File: config.mk
export PLATFORM = sky130hd
export DESIGN_NAME = bus_wait_controller
export DESIGN_NICKNAME = d
export VERILOG_FILES = /design/src/rtl/bus_map_pkg.sv /design/src/rtl/bus_timeout_counter.sv /design/src/rtl/bus_wait_controller.sv
export SDC_FILE = /design/constraint.sdc
export NUM_CORES = 1
export LEC_CHECK = 0
export BUFFER_PORTS_ARGS = -buffer_cell sky130_fd_sc_hd__buf_2
export CORE_ASPECT_RATIO = 0.75
export CORE_UTILIZATION = 29
export DETAILED_ROUTE_END_ITERATION = 16
export PLACE_DENSITY = 0.57
export SYNTH_ARGS = -nofsm -noshare
export SYNTH_HDL_FRONTEND = slang
export SYNTH_SLANG_ARGS = --single-unit
export TNS_END_PERCENT = 10
File: constraint.sdc
create_clock -name clk -period 2.7 [get_ports clk]
set_clock_uncertainty 0.05 [all_clocks]
set_input_delay 0.27 -clock clk [delete_from_list [all_inputs] [get_ports clk]]
set_output_delay 0.27 -clock clk [all_outputs]
set_load 0.005 [all_outputs]
File: src/rtl/bus_map_pkg.sv
// Memory-map constants shared by the CPU bus wait controller and the address decoder.
// Region codes live in address bits [18:16]; bit 19 selects flash.
package bus_map_pkg;

  localparam logic [2:0] REGION_RAM      = 3'd0;
  localparam logic [2:0] REGION_VDP      = 3'd1;
  localparam logic [2:0] REGION_STATUS   = 3'd2;
  localparam logic [2:0] REGION_DSP      = 3'd3;
  localparam logic [2:0] REGION_PAD      = 3'd4;
  localparam logic [2:0] REGION_COP      = 3'd5;
  localparam logic [2:0] REGION_BOOT     = 3'd6;
  localparam logic [2:0] REGION_UNMAPPED = 3'd7;
  localparam int         FLASH_BIT       = 19;

  typedef enum logic [1:0] {
    ST_IDLE  = 2'd0,
    ST_WAIT  = 2'd1,
    ST_FLASH = 2'd2,
    ST_DONE  = 2'd3
  } bus_state_e;

  // Table entry 7 is unused (unmapped region faults instead of waiting).
  function automatic logic [3:0] region_wait(input logic [2:0] region,
                                             input logic [7:0][3:0] waits);
    return (region == REGION_UNMAPPED) ? 4'd0 : waits[region];
  endfunction

endpackage

File: src/rtl/bus_timeout_counter.sv
// Cycle counter bounding WAIT/FLASH residency; expired_o flags the cycle that
// reaches TIMEOUT_CYCLES so the controller can force completion on that edge.
module bus_timeout_counter
  import bus_map_pkg::*;
#(
  parameter int TIMEOUT_CYCLES = 255
) (
  input  logic clk,
  input  logic reset,
  input  logic clear_i,
  input  logic enable_i,
  output logic expired_o
);

  localparam int W = $clog2(TIMEOUT_CYCLES + 1);

  logic [W-1:0] cnt_q;

  assign expired_o = enable_i && (cnt_q == W'(TIMEOUT_CYCLES - 1));

  always_ff @(posedge clk) begin
    if (reset || clear_i)
      cnt_q <= '0;
    else if (enable_i && cnt_q != W'(TIMEOUT_CYCLES))
      cnt_q <= cnt_q + 1'b1;
  end

endmodule

File: src/rtl/bus_wait_controller.sv
// Generates cpu_mem_ready for every CPU bus access: per-region wait states,
// flash read handshake, timeout, and a sticky fault flag with latched address.
module bus_wait_controller
  import bus_map_pkg::*;
#(
  parameter int RAM_WAIT       = 0,
  parameter int VDP_WAIT       = 1,
  parameter int STATUS_WAIT    = 0,
  parameter int DSP_WAIT       = 1,
  parameter int PAD_WAIT       = 0,
  parameter int COP_WAIT       = 0,
  parameter int BOOT_WAIT      = 0,
  parameter int TIMEOUT_CYCLES = 255
) (
  input  logic        clk,
  input  logic        reset,
  input  logic        cpu_mem_valid,
  input  logic [19:0] cpu_address,
  input  logic [3:0]  cpu_wstrb,
  input  logic        flash_read_ready,
  input  logic        bus_fault_ack,
  output logic        cpu_mem_ready,
  output logic        busy,
  output logic        bus_fault,
  output logic [19:0] fault_address
);

  localparam logic [7:0][3:0] WAITS = {4'd0, 4'(BOOT_WAIT), 4'(COP_WAIT), 4'(PAD_WAIT),
                                       4'(DSP_WAIT), 4'(STATUS_WAIT), 4'(VDP_WAIT),
                                       4'(RAM_WAIT)};

  bus_state_e  state_q, state_d;
  logic [3:0]  wcnt_q, wcnt_d;
  logic [19:0] addr_q, addr_d;
  logic        ready_q;
  logic        fault_q, fault_d;
  logic [19:0] fault_addr_q, fault_addr_d;
  logic        fault_set;
  logic        expired;
  logic [3:0]  wait_n;
  logic        in_wait;

  assign wait_n  = region_wait(cpu_address[18:16], WAITS);
  assign in_wait = (state_q == ST_WAIT) || (state_q == ST_FLASH);

  bus_timeout_counter #(.TIMEOUT_CYCLES(TIMEOUT_CYCLES)) u_timeout (
    .clk      (clk),
    .reset    (reset),
    .clear_i  (!in_wait),
    .enable_i (in_wait),
    .expired_o(expired)
  );

  always_comb begin
    state_d   = state_q;
    wcnt_d    = wcnt_q;
    addr_d    = addr_q;
    fault_set = 1'b0;
    unique case (state_q)
      ST_IDLE: if (cpu_mem_valid) begin
        addr_d = cpu_address;
        if (cpu_address[FLASH_BIT]) begin
          if (|cpu_wstrb) begin
            fault_set = 1'b1;
            state_d   = ST_DONE;
          end else begin
            state_d = ST_FLASH;
          end
        end else if (cpu_address[18:16] == REGION_UNMAPPED) begin
          fault_set = 1'b1;
          state_d   = ST_DONE;
        end else if (wait_n == 4'd0) begin
          state_d = ST_DONE;
        end else begin
          wcnt_d  = wait_n;
          state_d = ST_WAIT;
        end
      end
      // A dropped valid abandons the access silently; normal completion beats timeout.
      ST_WAIT: begin
        wcnt_d = wcnt_q - 4'd1;
        if (!cpu_mem_valid)    state_d = ST_IDLE;
        else if (wcnt_q == 4'd1) state_d = ST_DONE;
        else if (expired) begin
          fault_set = 1'b1;
          state_d   = ST_DONE;
        end
      end
      ST_FLASH: begin
        if (!cpu_mem_valid)        state_d = ST_IDLE;
        else if (flash_read_ready) state_d = ST_DONE;
        else if (expired) begin
          fault_set = 1'b1;
          state_d   = ST_DONE;
        end
      end
      ST_DONE: state_d = ST_IDLE;
      default: state_d = ST_IDLE;
    endcase
  end

  // New fault outranks a same-cycle acknowledge.
  always_comb begin
    fault_d      = fault_q;
    fault_addr_d = fault_addr_q;
    if (fault_set) begin
      fault_d      = 1'b1;
      fault_addr_d = addr_d;
    end else if (bus_fault_ack) begin
      fault_d = 1'b0;
    end
  end

  always_ff @(posedge clk) begin
    if (reset) begin
      state_q      <= ST_IDLE;
      wcnt_q       <= '0;
      addr_q       <= '0;
      ready_q      <= 1'b0;
      fault_q      <= 1'b0;
      fault_addr_q <= '0;
    end else begin
      state_q      <= state_d;
      wcnt_q       <= wcnt_d;
      addr_q       <= addr_d;
      ready_q      <= (state_d == ST_DONE);
      fault_q      <= fault_d;
      fault_addr_q <= fault_addr_d;
    end
  end

  assign cpu_mem_ready = ready_q;
  assign busy          = (state_q != ST_IDLE);
  assign bus_fault     = fault_q;
  assign fault_address = fault_addr_q;

endmodule

# Word level (Yosys, flattened, before mapping)
# Memories as Yosys holds them, arrays and structs flattened.
# Index checks and enable logic that the tools add are counted.
# Widths: inputs -> output; s select.
totals:
  mem_bits_ro: 32
  output_inout_bits: 23
  n_memories: 1
  elab_cells: 67
  ff_bits: 56
  inputBits: 29
op_classes:
  n_eq_ne: 12
  magnitude_cmp: 1
  reduce_logical: 12
  mux: 32
  n_addsub: 2
memory_table:
  columns: ["memory", "depth", "word_bits", "rd", "rd_ports_with_merged_regs", "write_ports", "line_no", "source"]
  rows:
  - ["(no name shown)", 8, 4, 1, 0, 0, "bus_map_pkg.sv:25", "return (region == REGION_UNMAPPED) ? 4'd0 : waits[region];"]
op_table:
  columns: ["operator", "count"]
  rows:
  - ["$mux 20", 2]
  - ["$mux 4", 6]
  - ["$mux 2", 9]
  - ["$mux 1", 12]
  - ["$add 8x1->8 const B", 1]
  - ["$eq 8x8->1 const B", 1]
  - ["$ne 2x2->1 const B", 4]
  - ["$ne 8x8->1 const B", 1]
  - ["$pmux 2 s4", 1]
  - ["$pmux 4 s2", 1]
  - ["$eq 2x2->1 const B", 3]
  - ["$reduce_bool 2->1", 3]
  - ["$reduce_and 5->1", 1]
  - ["$eq 4x1->1 const B", 1]
  - ["$logic_not 4->1", 1]
  - ["$lt 3x4->1 const B", 1]
  - ["$reduce_or 4->1", 1]
  - ["$sub 4x1->4 const B", 1]
  - ["$eq 3x3->1 const B", 1]
  - ["$pmux 1 s3", 1]
  - ["$eq 2x1->1 const B", 1]
  - ["$logic_and 1x1->1", 2]
  - ["$logic_not 2->1", 1]
  - ["$logic_or 1x1->1", 2]
  - ["$logic_not 1->1", 1]

# Longest topological paths before layout
# Gate-level depths: netlist of the first run.
logic_depth:
  word_depth: 10
  ltp_mapped: 8
  ltp_nobuf: 6

# Modules after synthesis
# From an unflattened synthesis of the first run, not the netlist that was laid out.
hier_totals:
  hier_cells: 273
  area_unflattened_um2: 2529.9
modules_own_cells:
  columns: ["module", "area_per_inst_um2", "n_inst", "seq_area_each_um2", "cells_per_inst"]
  rows:
  - ["bus_wait_controller", 2070.7, 1, 960.9, 222]
  - ["bus_timeout_counter", 459.2, 1, 160.2, 51]

# Least setup slack after synthesis of the first run
# Ideal clock, no wire load.
synth_path:
  kind: "register to register"
  startpoint: "register wcnt_q[0]"
  endpoint: "register fault_addr_q[10], in the netlist fault_address[10]"
  path_slack_ns: 0.702
  stages_incl_launch_ff: 7
  path_buffers: 1
  t_required_ns: 2.529
  arrival_ns: 1.826
  setup_ns: 0.121
  synth_period_minus_slack_ns: 1.998
  cell_sequence: "dfxtp_1 -> ha_1 -> or3b_4 -> a22o_1 -> a32oi_2 -> buf_6 -> mux2_4"
synth_via:
  elab_chain_cells: 4
synth_rtl:
  columns: ["item", "line_no", "source"]
  rows:
  - ["start, declared", "bus_wait_controller.sv:33", "logic [3:0] wcnt_q, wcnt_d;"]
  - ["start signal, assigned", "bus_wait_controller.sv:124", "wcnt_q <= wcnt_d;"]
  - ["$eq 4x1->1", "bus_wait_controller.sv:83", "else if (wcnt_q == 4'd1) state_d = ST_DONE;"]
  - ["$mux 1", "bus_wait_controller.sv:83", null]
  - ["$mux 1", "bus_wait_controller.sv:82", "if (!cpu_mem_valid) state_d = ST_IDLE;"]
  - ["$pmux 1 s3", "bus_wait_controller.sv:59", "unique case (state_q)"]
  - ["end signal, assigned", "bus_wait_controller.sv:128", "fault_addr_q <= fault_addr_d;"]
  - ["end, declared", "bus_wait_controller.sv:37", "logic [19:0] fault_addr_q, fault_addr_d;"]
# Every way passes these cells.
# A chain may end at the register's enable or synchronous reset.

# Worst setup path after layout of the first run
layout_path:
  startpoint: "register state_q[0]"
  endpoint: "register fault_addr_q[0], in the netlist fault_address[0]"
layout_via:
  elab_chain_cells: 7
  elab_cells_between_ends: 12
  cone_classes: "2 x eq/ne; 7 x mux; 3 x reduce/logical"
layout_rtl:
  columns: ["item", "line_no", "source"]
  rows:
  - ["start, declared", "bus_wait_controller.sv:32", "bus_state_e state_q, state_d;"]
  - ["start signal, assigned", "bus_wait_controller.sv:123", "state_q <= state_d;"]
  - ["$eq 2x1->1 or $eq 2x2->1 (tied branches)", "bus_wait_controller.sv:44, bus_wait_controller.sv:59", null]
  - ["$logic_or 1x1->1", "bus_wait_controller.sv:44", "assign in_wait = (state_q == ST_WAIT) || (state_q == ST_FLASH);"]
  - ["$logic_and 1x1->1", "bus_timeout_counter.sv:19", "assign expired_o = enable_i && (cnt_q == W'(TIMEOUT_CYCLES - 1));"]
  - ["$mux 1", "bus_wait_controller.sv:84, bus_wait_controller.sv:92", null]
  - ["$mux 1, on equally long branches", "bus_wait_controller.sv:91, bus_wait_controller.sv:83", null]
  - ["$mux 1, on equally long branches", "bus_wait_controller.sv:90, bus_wait_controller.sv:82", null]
  - ["$pmux 1 s3", "bus_wait_controller.sv:59", null]
# Several ways; a longest one is shown, not always the timed one.

==> results of run 1 <==
[logic make-up (layout without fill, tap and decap cells)]
kind of cell | count (synthesis) | after routing | synth area share (%)
fa+ha+maj | 8 | 8 | 4.00
buf+inv | 24 | 74 | 4.20
simple gates | 104 | 104 | 20.8
xor+xnor | 3 | 3 | 1.05
flops | 56 | 56 | 44.8
compound gates | 51 | 51 | 12.9
mux | 21 | 21 | 12.2
[worst max-delay path: stages, from the launching register on]
cell     delay (ns)
dfxtp_1        0.39
inv_1          0.11
ha_1           0.39
nand4_1        0.18
nor2_1         0.26
a32oi_2        0.14
buf_4          0.28
mux2_1         0.35
[final cells by class]
type | count | area, µm² | share of cell area (%)
clock buffer | 5 | 125 | 4.16
tap | 105 | 131 | 4.37
clock inverter | 3 | 27.5 | 0.915
timing repair buffer | 55 | 285 | 9.48
inverter | 11 | 41.3 | 1.37
sequential | 56 | 1120 | 37.3
multi-input combinational | 187 | 1280 | 42.4
[layout by cell type, fill, tap and decap left out, types with 2 or more instances in the layout]
cell type	count
nand2b_1	3
a22oi_1	2
nand2_1	46
nand4_1	3
nor2_1	13
and2_1	2
o211ai_1	5
a211oi_1	3
clkbuf_16	5
inv_1	11
nor2b_1	22
ha_1	8
o2111ai_1	2
a21oi_1	25
buf_4	4
nand3_1	4
a31oi_1	3
and3b_1	2
and3_1	2
o21ai_0	2
buf_2	51
dfxtp_1	56
o21ai_1	2
xnor2_1	2
mux2_4	19
[through the flow]
stage / hold slack [ns] / util [%]
4_1_cts: 0.175 / 37.0
3_5_place_dp: 0.402 / 35.1
2_1_floorplan: 0.369 / -
5_1_grt: 0.185 / 37.0
3_3_place_gp: 0.397 / 35.1
6_report: 0.180 / 37.0
[state kept, by name, summed over array words and instances, names as in the netlist]
signal,flops
wcnt_q,4
u_timeout.cnt_q,8
cpu_mem_ready,1
addr_q,20
bus_fault,1
state_q,2
fault_address,20
[power by group through the flow]
stage	Clock [µW]	Combinational, µW	Sequential (µW)
2_1_floorplan	0	242	930
3_3_place_gp	0	333	933
3_5_place_dp	0	340	934
4_1_cts	681	341	916
5_1_grt	719	375	924
6_report	657	337	915
[path summary, 6_finish.rpt]
kind | endpoint | depth (start not counted) | slack (ns)
worst max-delay path | fault_address[0]$_SDFFE_PP0P_ | 7 | 0.45
worst min-delay path | addr_q[8]$_SDFF_PP0_ | 3 | 0.18
worst min register to register | addr_q[16]$_SDFF_PP0_ | 2 | 0.41
worst max register to register | fault_address[0]$_SDFFE_PP0P_ | 7 | 0.45
[layer usage]
layer	wire, µm	up-vias	GRT usage, %
met5	0	-	0
met4	56	0	4.53
met2	2230	55	20.1
met1	2770	920	16.9
li1	-	1010	-
met3	281	5	3.30
==> impl_metrics.env, run 1 <==
export IMPL_outcome="finished clean"
export IMPL_row_count=28
export IMPL_num_io_pins=52
export IMPL_ant_nets=0
export IMPL_final_cells=422
export IMPL_r2r_start="state_q[0]$_SDFF_PP0_"
export IMPL_dieHeight_um=82.4
export IMPL_rsz0062_at_grt="false"
export IMPL_grt_max_degree=36
export IMPL_pre_cts_ws_ns=0.447
export IMPL_wirelength_mm=5.34
export IMPL_synthFlopType="dfxtp_1"
export IMPL_fin_crit_sh_pct=83.4
export IMPL_drt_first_iter_violations=106
export IMPL_max_slew_margin_rel_pct=48.3
export IMPL_numCtsBuffers=5
export IMPL_clock_latency_ns=0.29
export IMPL_pwr_share_clk_pct=34.4
export IMPL_finalPower_uw=1910
export IMPL_p_per_area_nw_per_um2=635
export IMPL_final_setup_viol_count=0
export IMPL_finalCriticalPeriod_ns=2.25
export IMPL_clk_path_buf_depth=2
export IMPL_worst_ep_arrival_time_ns=2.38
export IMPL_holdCritStartpoint="cpu_address[8]"
export IMPL_antenna_found_initial=0
export IMPL_post_place_cells=414
export IMPL_drive_above_1_share_pct=26.5
export IMPL_syn_cell_area_um2=2500
export IMPL_cts_clk_slew_worst_paths_ns=0.08
export IMPL_cts_resized=0
export IMPL_worst_setup_path_start_kind="flip-flop"
export IMPL_p_leak_uw=0.00132
export IMPL_ys_ff_latch=56
export IMPL_ys_warn_count=0
export IMPL_grt_usage_pct=12.7
export IMPL_p_sw_uw=522
export IMPL_dpl_instance_area_um2=2860
export IMPL_place_congestion=0.833
export IMPL_syn_to_final_growth_pct=20.2
export IMPL_grt_pass1_wl_mm=8.85
export IMPL_htreeDepth=2
export IMPL_hold_viol=0
export IMPL_synthCells=267
export IMPL_cts_setup_buffers=0
export IMPL_synthTopCellsByArea="dfxtp_1, mux2_4, nand2_1"
export IMPL_coreArea_um2=8130
export IMPL_cts_tree="done"
export IMPL_num_vias=1990
export IMPL_synth_distinct_cells=42
export IMPL_n_antenna_cell=0
export IMPL_synth_top_cell_area_share_pct=44.8
export IMPL_initial_utilization_pct=30.8
export IMPL_ir_drop_v=0.000298
export IMPL_setup_tns_ns=0
export IMPL_wl_per_cell_um=12.7
export IMPL_ctsHoldBuffers=0
export IMPL_synth_edf_count=0
export IMPL_clockRootBuffer="clkbuf_16"
export IMPL_drv_slew=0
export IMPL_power_frac_seq_pct=47.9
export IMPL_path_class="flip-flop to flip-flop"
export IMPL_synth_top_cells_by_count="dfxtp_1, nand2_1, a21oi_1, nor2b_1, mux2_4"
export IMPL_routed_via_density=4.72
export IMPL_p_int_uw=1390
export IMPL_drc=0
export IMPL_avgSynthCellArea_um2=9.37
export IMPL_max_freq_mhz=444
export IMPL_final_area_um2=3010
export IMPL_path_max_fanout=21
export IMPL_syn_nets=304
export IMPL_place_hpwl_mm=3.76
export IMPL_fin_ws_ns=0.447
export IMPL_min_path_type="primary input to flip-flop"
export IMPL_die_w_um=109
export IMPL_portBuffers=51
export IMPL_worstPathRequired_ns=2.83
export IMPL_synthArstFlopShare_pct=0
export IMPL_startpoint="state_q[0]$_SDFF_PP0_"
export IMPL_fin_nets=353
export IMPL_ys_seq_area_share_pct=44.8
export IMPL_n_fill_cell=854
export IMPL_p_sw_share_pct=27.4
export IMPL_drt_pass1_iter_count=4
export IMPL_synth_most_common_cell="dfxtp_1"
export IMPL_worst_slew_pin_slew_ns=0.776
export IMPL_end_kind="flip-flop"
export IMPL_yosysTopAreaCell="dfxtp_1"
export IMPL_combPwrFrac_pct=17.7
export IMPL_cap_violations=0
export IMPL_design_die_area_um2=9010
export IMPL_grt_overflow=0
export IMPL_grt_pass1_vias=1890
export IMPL_cts_sinks=56
No activity file was read; power rests on OpenSTA's default activity.
==> run 2, diff against run 1 <==
--- a/config.mk
+++ b/config.mk
@@ -5,11 +5,12 @@
 export SDC_FILE = /design/constraint.sdc
 export NUM_CORES = 1
 export LEC_CHECK = 0
+export ABC_AREA = 1
 export BUFFER_PORTS_ARGS = -buffer_cell sky130_fd_sc_hd__buf_2
 export CORE_ASPECT_RATIO = 0.75
 export CORE_UTILIZATION = 29
 export DETAILED_ROUTE_END_ITERATION = 16
-export PLACE_DENSITY = 0.57
+export PLACE_DENSITY = 0.58
 export SYNTH_ARGS = -nofsm -noshare
 export SYNTH_HDL_FRONTEND = slang
 export SYNTH_SLANG_ARGS = --single-unit
==> constraint.sdc (replaced) <==
create_clock -name clk -period 1.8 [get_ports clk]
set_clock_uncertainty 0.05 [all_clocks]
set_input_delay 0.18 -clock clk [delete_from_list [all_inputs] [get_ports clk]]
set_output_delay 0.18 -clock clk [all_outputs]
set_load 0.005 [all_outputs]
==> impl_metrics.env, run 2 <==
export IMPL_outcome="finished clean"
export IMPL_ant_nets=0
export IMPL_startpoint="state_q[0]$_SDFF_PP0_"
export IMPL_finalCriticalPeriod_ns=1.77
export IMPL_clock_latency_ns=0.29
export IMPL_layout_common_cells="nand2_1, nor2_1, dfxtp_1"
export IMPL_r2r_setup_slack_ns=0.03
export IMPL_layout_commonest_cell="nand2_1"
export IMPL_cts_sinks=56
export IMPL_drv_slew=0
export IMPL_synthFlopType="dfxtp_1"
export IMPL_die_w_um=111
export IMPL_fin_ws_ns=0.0313
export IMPL_rsz0062_at_grt="true"
export IMPL_fin_crit_sh_pct=98.3
export IMPL_drt_first_iter_violations=110
export IMPL_clk_path_buf_depth=2
export IMPL_r2r_start="state_q[0]$_SDFF_PP0_"
export IMPL_hold_viol=0
export IMPL_synthCells=328
export IMPL_cts_tree="done"
export IMPL_grt_usage_pct=13.0
export IMPL_cap_violations=0
export IMPL_ctsHoldBuffers=0
export IMPL_row_count=29
export IMPL_grt_pass1_wl_mm=9.78
export IMPL_syn_nets=365
export IMPL_grt_max_degree=42
export IMPL_portBuffers=51
export IMPL_grt_overflow=0
export IMPL_synth_distinct_cells=31
export IMPL_ys_seq_area_share_pct=43.8
export IMPL_p_per_area_nw_per_um2=1030
export IMPL_antenna_found_initial=0
export IMPL_ys_ff_latch=56
export IMPL_cts_clk_slew_worst_paths_ns=0.08
export IMPL_p_leak_uw=0.00160
export IMPL_synth_top_cell_area_share_pct=43.8
export IMPL_dieHeight_um=83.4
export IMPL_fin_nets=427
export IMPL_grt_pass1_vias=2088
export IMPL_ys_warn_count=0
export IMPL_num_io_pins=52
export IMPL_numCtsBuffers=5
export IMPL_design_die_area_um2=9220
export IMPL_wirelength_mm=5.99
export IMPL_path_cells="inv_1 > buf_4 > ha_1 > nand2_1 > a21boi_4 > o21ai_4 > buf_12 > clkbuf_16 > a21oi_1 > nor2_1"
export IMPL_final_setup_viol_count=0
export IMPL_ir_drop_v=0.000486
export IMPL_worst_path_stages=10
export IMPL_postLayoutCoreUtil_pct=38.3
export IMPL_max_freq_mhz=565
export IMPL_n_antenna_cell=0
export IMPL_synthArstFlopShare_pct=0
export IMPL_place_hpwl_mm=4.19
export IMPL_path_max_fanout=13
export IMPL_pre_cts_ws_ns=0.0779
export IMPL_ff2ff_path_depth=10
export IMPL_syn_cell_area_um2=2560
export IMPL_max_slew_margin_rel_pct=75.0
export IMPL_place_congestion=0.809
export IMPL_drc=0
export IMPL_worst_slew_pin_slew_ns=0.372
export IMPL_wl_per_cell_um=12.0
export IMPL_clockRootBuffer="clkbuf_16"
export IMPL_end_kind="flip-flop"
export IMPL_min_path_type="primary input to flip-flop"
export IMPL_num_vias=2281
export IMPL_worst_ep_arrival_time_ns=1.91
export IMPL_path_class="flip-flop to flip-flop"
export IMPL_worst_path_buf_inv=4
export IMPL_synth_top_cells_by_count="dfxtp_1, nand2_1, nor2_1, a21oi_1, nand3_1"
export IMPL_r2r_end="fault_address[3]$_SDFFE_PP0P_"
export IMPL_initial_utilization_pct=30.0
export IMPL_cp_slowest_cell="dfxtp_1"
export IMPL_path_delay_family="buffers and inverters"
export IMPL_routed_via_density=4.57
export IMPL_worstPathRequired_ns=1.94
export IMPL_coreArea_um2=8530
export IMPL_syn_to_final_growth_pct=27.4
export IMPL_synth_edf_count=0
export IMPL_htreeDepth=2
export IMPL_drive_above_1_share_pct=25.3
export IMPL_worst_setup_path_start_kind="flip-flop"
export IMPL_avgSynthCellArea_um2=7.81
export IMPL_drt_pass1_iter_count=4
export IMPL_yosysTopAreaCell="dfxtp_1"
export IMPL_endpoint="fault_address[3]$_SDFFE_PP0P_"
export IMPL_max_stage_delay_ns=0.33
export IMPL_synthTopCellsByArea="dfxtp_1, nand2_1, nor2_1"
==> run 2: changes by cell type after synthesis, sizes merged, moves of 4 or more <==
cell,before,now
clkbuf,10,2
nand2,46,61
buf,3,11
inv,11,30
nand3,4,27
o211ai,5,1
mux2,20,0
nor2,13,57
nor2b,22,0
o21ai,4,10
a21oi,25,33
mux2i,1,18
==> run 2: per-stage QoR <==
step	cell area [µm²]	std cells	hold slack (ns)	total power [µW]	setup TNS, ns
2_1_floorplan	2560	328	0.192	1990	0
3_3_place_gp	3000	488	0.385	2240	0
3_5_place_dp	3000	488	0.401	2250	0
4_1_cts	3150	496	0.0864	3270	0
5_1_grt	3260	499	0.110	3550	-0.571
6_report	3260	499	0.0937	3350	0
==> run 2: final cells by class <==
class                   instances  area [µm²]
clock buffers                   5         125
clock inverters                 3        26.3
fillers                       875        5260
inverters                      30         113
multi-input cells             228        1270
flip-flops and latches         56        1120
well taps                     108         135
repair buffers                 69         475
==> run 2: worst reg2reg max path, stage by stage, from the launching register on <==
cell,delay (ns)
dfxtp_1,0.33
inv_1,0.08
buf_4,0.15
ha_1,0.20
nand2_1,0.07
a21boi_4,0.21
o21ai_4,0.09
buf_12,0.14
clkbuf_16,0.17
a21oi_1,0.13
nor2_1,0.06
==> run 2: cells by family after synthesis <==
| family | count (synthesis) | synth area share [%] |
|---|---|---|
| AND/OR/NAND/NOR | 153 | 25.6 |
| flip-flops | 56 | 43.8 |
| AO/OA/AOI/OAI | 48 | 10.7 |
| buffers and inverters | 44 | 8.60 |
| multiplexers | 18 | 7.03 |
| adder cells (fa/ha/maj) | 8 | 3.91 |
| XOR/XNOR | 1 | 0.342 |
==> run 2: worst min-delay path by stage <==
stage / from / depth (start not counted) / slack (ns) / to
global placement: cpu_address[13] / 3 / 0.38 / addr_q[13]$_SDFF_PP0_
global route: bus_fault_ack / 4 / 0.11 / bus_fault$_SDFFE_PP0P_
detailed placement: bus_fault_ack / 4 / 0.40 / bus_fault$_SDFFE_PP0P_
CTS: bus_fault_ack / 4 / 0.09 / bus_fault$_SDFFE_PP0P_
floorplan: reset / 1 / 0.19 / bus_fault$_SDFFE_PP0P_
finish: cpu_address[11] / 3 / 0.09 / addr_q[11]$_SDFF_PP0_
==> run 2: what timing repair did <==
item / CTS / global route
resized for setup: 0 / 8
setup buffers: 0 / 1
endpoints found under the hold margin: 0 / 0
endpoints found under the setup margin: 0 / 23
==> run 2: where the power goes <==
| part | leakage (µW) | internal (µW) | switching [µW] |
|---|---|---|---|
| combinational | 0.00106 | 426 | 481 |
| sequential | 0.000459 | 1370 | 62.7 |
| clock | 0.0000748 | 530 | 480 |
| total | 0.00160 | 2320 | 1020 |
==> run 2: metal layers <==
metal | vias to the layer above | global-route usage [%] | routed length (µm)
met1 | 1038 | 18.3 | 3120
li1 | 1190 | - | -
met2 | 51 | 20.4 | 2590
met4 | 0 | 4.00 | 55
met3 | 2 | 2.26 | 222
met5 | - | 0 | 0
==> run 3, diff against run 2 <==
--- a/config.mk
+++ b/config.mk
@@ -11,6 +11,7 @@
 export CORE_UTILIZATION = 29
 export DETAILED_ROUTE_END_ITERATION = 16
 export PLACE_DENSITY = 0.58
+export REMOVE_ABC_BUFFERS = 1
 export SYNTH_ARGS = -nofsm -noshare
 export SYNTH_HDL_FRONTEND = slang
 export SYNTH_SLANG_ARGS = --single-unit
==> impl_metrics.env, run 3 (same netlist as run 2, synthesis figures left out) <==
export IMPL_outcome="finished clean"
export IMPL_num_vias=2261
export IMPL_hold_viol=0
export IMPL_worst_slew_pin_slew_ns=0.355
export IMPL_worstPathRequired_ns=1.93
export IMPL_post_place_cells=485
export IMPL_fin_crit_sh_pct=96.8
export IMPL_ff2ff_path_depth=11
export IMPL_drc=0
export IMPL_n_antenna_cell=0
export IMPL_max_freq_mhz=574
export IMPL_fin_nets=428
export IMPL_startpoint="state_q[0]$_SDFF_PP0_"
export IMPL_r2r_setup_slack_ns=0.06
export IMPL_clk_path_buf_depth=2
export IMPL_max_slew_margin_rel_pct=76.1
export IMPL_cts_clk_slew_worst_paths_ns=0.07
export IMPL_r2r_start="state_q[0]$_SDFF_PP0_"
export IMPL_numCtsBuffers=5
export IMPL_place_congestion=0.823
export IMPL_antenna_found_initial=0
export IMPL_clock_latency_ns=0.28
export IMPL_cap_violations=0
export IMPL_pre_cts_ws_ns=-0.00901
export IMPL_routed_via_density=4.52
export IMPL_path_max_fanout=6
export IMPL_worst_ep_arrival_time_ns=1.87
export IMPL_wl_per_cell_um=12.3
export IMPL_drt_first_iter_violations=105
export IMPL_whs_ns=0.0979
export IMPL_drive_above_1_share_pct=27.8
export IMPL_final_setup_viol_count=0
export IMPL_finalPower_uw=3510
export IMPL_design_die_area_um2=9220
export IMPL_end_kind="flip-flop"
export IMPL_syn_to_final_growth_pct=31.0
export IMPL_postLayoutCoreUtil_pct=39.4
export IMPL_r2r_end="fault_address[13]$_SDFFE_PP0P_"
export IMPL_dieHeight_um=83.4
export IMPL_grt_pass1_vias=2119
export IMPL_grt_overflow=0
export IMPL_path_class="flip-flop to flip-flop"
export IMPL_endpoint="fault_address[13]$_SDFFE_PP0P_"
export IMPL_worst_setup_path_start_kind="flip-flop"
export IMPL_min_path_type="primary input to flip-flop"
export IMPL_grt_pass1_wl_mm=10.1
export IMPL_p_per_area_nw_per_um2=1050
export IMPL_grt_max_degree=42
export IMPL_fin_ws_ns=0.0582
export IMPL_ant_nets=0
export IMPL_finalCriticalPeriod_ns=1.74
export IMPL_rsz0062_at_grt="true"
export IMPL_p_leak_uw=0.00163
export IMPL_cts_tree="done"
export IMPL_layout_commonest_cell="nor2_1"
export IMPL_row_count=29
export IMPL_layout_common_cells="nor2_1, nand2_1, dfxtp_1"
export IMPL_portBuffers=51
export IMPL_wirelength_mm=6.17
export IMPL_ctsHoldBuffers=0
export IMPL_grt_usage_pct=13.2
export IMPL_clockRootBuffer="clkbuf_16"
export IMPL_hold_depth=3
export IMPL_coreArea_um2=8530
export IMPL_n_fill_cell=880
export IMPL_num_io_pins=52
export IMPL_final_cells=500
export IMPL_drt_pass1_iter_count=5
export IMPL_die_w_um=111
export IMPL_htreeDepth=2
export IMPL_initial_utilization_pct=30.0
export IMPL_cts_sinks=56
export IMPL_ir_drop_v=0.000438
export IMPL_drv_slew=0
export IMPL_place_hpwl_mm=4.26
## run 3: repair_timing
item                       4_1_cts  5_1_grt
setup endpoints to repair       19       21
setup buffers                    0        2
hold endpoints to repair         0        0
gates resized for setup          2       17
gates cloned                     1        4
pin swaps                        1        7
## run 3: worst min path at each step
stage | endpoint | start | slack, ns
after global routing | bus_fault$_SDFFE_PP0P_ | bus_fault_ack | 0.11
after CTS | addr_q[4]$_SDFF_PP0_ | cpu_address[4] | 0.10
after floorplan | bus_fault$_SDFFE_PP0P_ | reset | 0.19
after detailed placement | addr_q[4]$_SDFF_PP0_ | cpu_address[4] | 0.40
after global placement | bus_fault$_SDFFE_PP0P_ | bus_fault_ack | 0.40
final | addr_q[4]$_SDFF_PP0_ | cpu_address[4] | 0.1
## run 3: per-layer routing
metal | wire length, µm | part of all wire (%) | up-vias | global-route usage, %
met5 | 0 | 0 | - | 0
met4 | 40 | 0.65 | 0 | 3.27
met3 | 296 | 4.8 | 2 | 3.21
met2 | 2660 | 43 | 40 | 21.3
met1 | 3170 | 51 | 1033 | 17.6
li1 | - | - | 1186 | -
## run 3: report_power, final
part	internal, µW	switching [µW]
Sequential	1370	66.4
Clock	655	427
Combinational	477	518
## run 3: through the flow
step	cell area, µm²	TNS, ns
floorplan	2450	-10.51
global placement	2980	0
detailed placement	2980	-0.0219
CTS	3180	0
global route	3360	-0.652
finish	3360	0
## run 3: cell type report
type	instances	area, µm²	area share (%)
Sequential cell	56	1120	33.5
Multi-Input combinational cell	228	1290	38.6
Clock buffer	6	129	3.84
Timing Repair Buffer	70	524	15.6
Inverter	30	115	3.43
Tap cell	108	135	4.03
Clock inverter	2	35.0	1.04
## run 3: critical path, stage by stage, from the launching register on
cell and delay, ns:
dfxtp_2 0.35, inv_4 0.05, ha_4 0.28, nand2_2 0.05, nor2_2 0.11, nand2_2 0.11, o21ai_4 0.18, buf_12 0.16
clkbuf_16 0.15, nand3_2 0.05, nand2_1 0.06, nor2_1 0.04
